**config.mk**
```make
export PLATFORM = sky130hd
export DESIGN_NAME = kbd_ctrl
export DESIGN_NICKNAME = d
export VERILOG_FILES = /design/src/rtl/kbd_ctrl.sv
export SDC_FILE = /design/constraint.sdc
export NUM_CORES = 1
export LEC_CHECK = 0
export ABC_AREA = 1
export BUFFER_PORTS_ARGS = -buffer_cell sky130_fd_sc_hd__buf_2
export CAP_MARGIN = 0
export CORE_ASPECT_RATIO = 1.5
export CORE_MARGIN = 3
export CORE_UTILIZATION = 40
export CTS_CLUSTER_SIZE = 30
export DETAILED_ROUTE_END_ITERATION = 7
export RECOVER_POWER = 25
export SYNTH_ARGS = -nofsm -noshare
export SYNTH_HDL_FRONTEND = slang
export SYNTH_SLANG_ARGS = --single-unit
export TNS_END_PERCENT = 30
```
**constraint.sdc**
```tcl
create_clock -name clock -period 1.8 [get_ports clock]
set_input_delay 0.36 -clock clock [delete_from_list [all_inputs] [get_ports clock]]
set_output_delay 0.36 -clock clock [all_outputs]
set_load 0.005 [all_outputs]
```
**src/rtl/kbd_ctrl.sv**
```systemverilog
// Keyboard hotkey controller: turns PS/2 key events into warm/cold reset,
// scandoubler and turbo controls, with typematic repeats suppressed.
module kbd_ctrl #(
  parameter int RSTLEN = 1024,
  parameter bit VGA0   = 1'b0
) (
  input  logic       clock,
  input  logic       reset,
  input  logic       strb,
  input  logic       make,
  input  logic [7:0] code,
  output logic       warmn,
  output logic       coldn,
  output logic       vga,
  output logic       speed
);

  localparam int            CW       = $clog2(RSTLEN);
  localparam logic [CW-1:0] CNT_LOAD = CW'(RSTLEN - 1);

  localparam int K_LCTRL = 0;
  localparam int K_LALT  = 1;
  localparam int K_DEL   = 2;
  localparam int K_BKSP  = 3;
  localparam int K_F9    = 4;
  localparam int K_F12   = 5;
  localparam int K_SCRL  = 6;

  typedef enum logic {ST_IDLE, ST_PULSE} pulse_st_e;

  logic [6:0]    key_hit, press;
  logic [6:0]    held_q, held_d;
  pulse_st_e     warm_st_q, warm_st_d, cold_st_q, cold_st_d;
  logic [CW-1:0] warm_cnt_q, warm_cnt_d, cold_cnt_q, cold_cnt_d;
  logic          warm_trig, cold_trig;
  logic          vga_q, vga_d, speed_q, speed_d;
  logic          warmn_q, warmn_d, coldn_q, coldn_d;

  always_comb begin
    key_hit = '0;
    case (code)
      8'h14:   key_hit[K_LCTRL] = 1'b1;
      8'h11:   key_hit[K_LALT]  = 1'b1;
      8'h71:   key_hit[K_DEL]   = 1'b1;
      8'h66:   key_hit[K_BKSP]  = 1'b1;
      8'h01:   key_hit[K_F9]    = 1'b1;
      8'h07:   key_hit[K_F12]   = 1'b1;
      8'h7E:   key_hit[K_SCRL]  = 1'b1;
      default: key_hit = '0;
    endcase
  end

  // A press edge is a make for a key not already held; repeats are filtered here.
  always_comb begin
    press     = {7{strb & make}} & key_hit & ~held_q;
    held_d    = held_q;
    if (strb) held_d = make ? (held_q | key_hit) : (held_q & ~key_hit);
    warm_trig = press[K_DEL]  & held_q[K_LCTRL] & held_q[K_LALT];
    cold_trig = press[K_BKSP] & held_q[K_LCTRL] & held_q[K_LALT];
    vga_d     = vga_q ^ press[K_SCRL];
    speed_d   = speed_q ^ press[K_F12];
  end

  always_comb begin
    warm_st_d  = warm_st_q;
    warm_cnt_d = warm_cnt_q;
    case (warm_st_q)
      ST_IDLE: if (warm_trig) begin
        warm_st_d  = ST_PULSE;
        warm_cnt_d = CNT_LOAD;
      end
      ST_PULSE: begin
        if (warm_trig)              warm_cnt_d = CNT_LOAD;
        else if (warm_cnt_q == '0)  warm_st_d  = ST_IDLE;
        else                        warm_cnt_d = warm_cnt_q - 1'b1;
      end
      default: warm_st_d = ST_IDLE;
    endcase
  end

  always_comb begin
    cold_st_d  = cold_st_q;
    cold_cnt_d = cold_cnt_q;
    case (cold_st_q)
      ST_IDLE: if (cold_trig) begin
        cold_st_d  = ST_PULSE;
        cold_cnt_d = CNT_LOAD;
      end
      ST_PULSE: begin
        if (cold_trig)              cold_cnt_d = CNT_LOAD;
        else if (cold_cnt_q == '0)  cold_st_d  = ST_IDLE;
        else                        cold_cnt_d = cold_cnt_q - 1'b1;
      end
      default: cold_st_d = ST_IDLE;
    endcase
  end

  // Outputs are registered from next-state so they move on the edge after the strobe.
  always_comb begin
    coldn_d = (cold_st_d != ST_PULSE);
    warmn_d = !((warm_st_d == ST_PULSE) || (cold_st_d == ST_PULSE) || held_d[K_F9]);
  end

  always_ff @(posedge clock) begin
    if (!reset) begin
      held_q     <= '0;
      warm_st_q  <= ST_IDLE;
      cold_st_q  <= ST_IDLE;
      warm_cnt_q <= '0;
      cold_cnt_q <= '0;
      vga_q      <= VGA0;
      speed_q    <= 1'b0;
      warmn_q    <= 1'b1;
      coldn_q    <= 1'b1;
    end else begin
      held_q     <= held_d;
      warm_st_q  <= warm_st_d;
      cold_st_q  <= cold_st_d;
      warm_cnt_q <= warm_cnt_d;
      cold_cnt_q <= cold_cnt_d;
      vga_q      <= vga_d;
      speed_q    <= speed_d;
      warmn_q    <= warmn_d;
      coldn_q    <= coldn_d;
    end
  end

  assign warmn = warmn_q;
  assign coldn = coldn_q;
  assign vga   = vga_q;
  assign speed = speed_q;

endmodule

```
==> metrics.txt <==
status=finished, final reports clean; post-synthesis instance area=1864 um2; Yosys warning count=0; CTS Sinks=33; Setup crit end kind=flip-flop; Port Buffers=15; die height=89.61 um; layout cells sized above 1=16.10%; pre-CTS setup slack=0.2093 ns; Crit Path Class=in2reg; max-cap viol count=0; pin count of the biggest net entering global routing=14; leading area contributor after synthesis=dfxtp_1; Mapped Nets=290; vias post-DR=1,662; HP Class=in2reg; core area=4354 um2; vias in the first global route=1,662; cell with the most instances after synthesis=nand2_1; ant diodes=0; Synth Register Bits=33; Clock Latency Late Sink=0.28 ns; DP HPWL=2851 um; Synth top cells by count=nand2_1 (84), nor2_1 (37), dfxtp_1 (33), inv_1 (24), nand3_1 (19); synth top area cells=dfxtp_1 (35%), nand2_1 (17%), nor2_1 (7.4%); DRT iter0 DRCs=44; GRT Overall Usage=15.84%; Pleak=0.0009498 uW; worst vdd ir=0.3838 mV; RePlAce Congestion=0.8323; clk root buf=clkbuf_8; Power Density=652.6 nW/um2; CP max FO=13; Initial Util=42.82%; cells after synthesis=274; GRT overflow=0; Area Overhead vs Synth=9.396%; Num CTS Buffers=5; row cnt=29; DRC=0; Avg WL per Cell=10.73 um; # resized after CTS=0; Routed Antenna Nets=0; top-area cell type share of the netlist area=35.44%; Avg Vias per Cell=4.917; # IOs=16; final setup vio count=0; async set or reset register ratio after synthesis=0%; CTS tree=yes; # nets final=307; TNS Setup=0 ns; Slew @ Worst Pin=0.6974 ns; Netlist cell types=33; H-tree depth=2; Hold Vio Cnt, Final=0; post-CTS setup buffers=0; Clock Tree Buf Depth=2; worst path required time=2.01 ns; Max Slew Vio Count=0; setup ws final=0.2803 ns; clk slew on worst S/H paths=0.07 ns; ys flop type=dfxtp_1; final setup skew=0.007372 ns; Worst EP arrival=1.73 ns; Max Clk Rate=658.0 MHz; Post-CTS Hold Fix Bufs=0; drt pass-1 iters=5; unrepaired setup endpoints after global routing=false; Total Wirelength=3628 um; die area=5533 um2; Post-DP Area=1959 um2; first-pass GRT wire length=6727 um; Min Clock Period, post-route=1.520 ns; Final Cell Area=2039 um2; Slew headroom=53.50%; final worst path period share=84.43%; number of enable flip-flop cells after synthesis=0; sequential share of the synthesized area=35.44%; antenna violations before repair=0; startpoint types=input port; Avg Cell Area, Syn=6.804 um2; Die Wd=61.74 um
[final cells by class]
type	instances	area [um2]
sequential	33	660.6
inverter	30	117.6
timing repair buffer	15	72.57
clock inverter	2	10.01
clock buffer	6	72.57
fill	489	2315
multi-input combinational	206	1049
tap	46	57.56
[path summary, 6_finish.rpt]
check | start | endpoint | slack, ns | depth (start not counted)
max | reset | cold_cnt_q[3]$_SDFFE_PN0P_ | 0.28 | 5
min | make | flip-flop | 0.37 | 3
max reg2reg | cold_cnt_q[0]$_SDFFE_PN0P_ | cold_cnt_q[8]$_SDFFE_PN0P_ | 0.31 | 10
min reg2reg | cold_cnt_q[1]$_SDFFE_PN0P_ | cold_cnt_q[1]$_SDFFE_PN0P_ | 0.45 | 2
[kinds of logic (layout without fill, tap and decap cells)]
family,after synthesis,count (layout),share of synthesized area (%)
and+or+nand+nor,173,173,44.09
AOI/OAI and AO/OA,24,24,7.114
xor gates and xnor gates,5,5,2.349
buffers and inverters,35,53,8.322
DFF,33,33,35.44
adders and majority gates,4,4,2.685
[critical path: stages]
cell      delay, ns
clkbuf_1       0.52
inv_1          0.44
nor2_8         0.28
nand2_1        0.06
o21ai_1        0.07
[layer usage]
metal | GRT usage (%) | wire length, um | vias to the layer above
li1 | - | - | 895
met1 | 16.77 | 1524 | 744
met2 | 29.46 | 1962 | 18
met3 | 2.575 | 74 | 5
met4 | 7.143 | 67 | 0
met5 | 0 | 0 | -
[report_power, final]
group	internal, uW	leakage [uW]	switching, uW
Combinational	18.7	0.000639	44.9
Sequential	730	0.000266	0.176
Clock	268	0.0000450	269
[layout by cell type (no fill, tap or decap), drive strengths merged]
master   n
o21a     1
nor4     1
ha       4
a211oi   1
nand2   93
xnor2    2
clkbuf   8
nand4    6
clkinv   2
buf     13
dfxtp   33
o21ai   13
inv     30
nor3b    2
a21oi    9
and2     2
nand3   19
nor3     4
nand3b   2
nor2    44
xor2     3
[through the flow]
step	hold slack, ns	total power, uW	utilization [%]	std cells
floorplan	0.4258	786.8	-	274
global placement	0.4418	811.8	45.00	330
detailed placement	0.4422	812.0	45.00	330
CTS	0.3718	1359	46.90	338
global route	0.4064	1396	46.84	338
finish	0.3708	1331	46.84	338
Power figures use the tool's default switching activity.
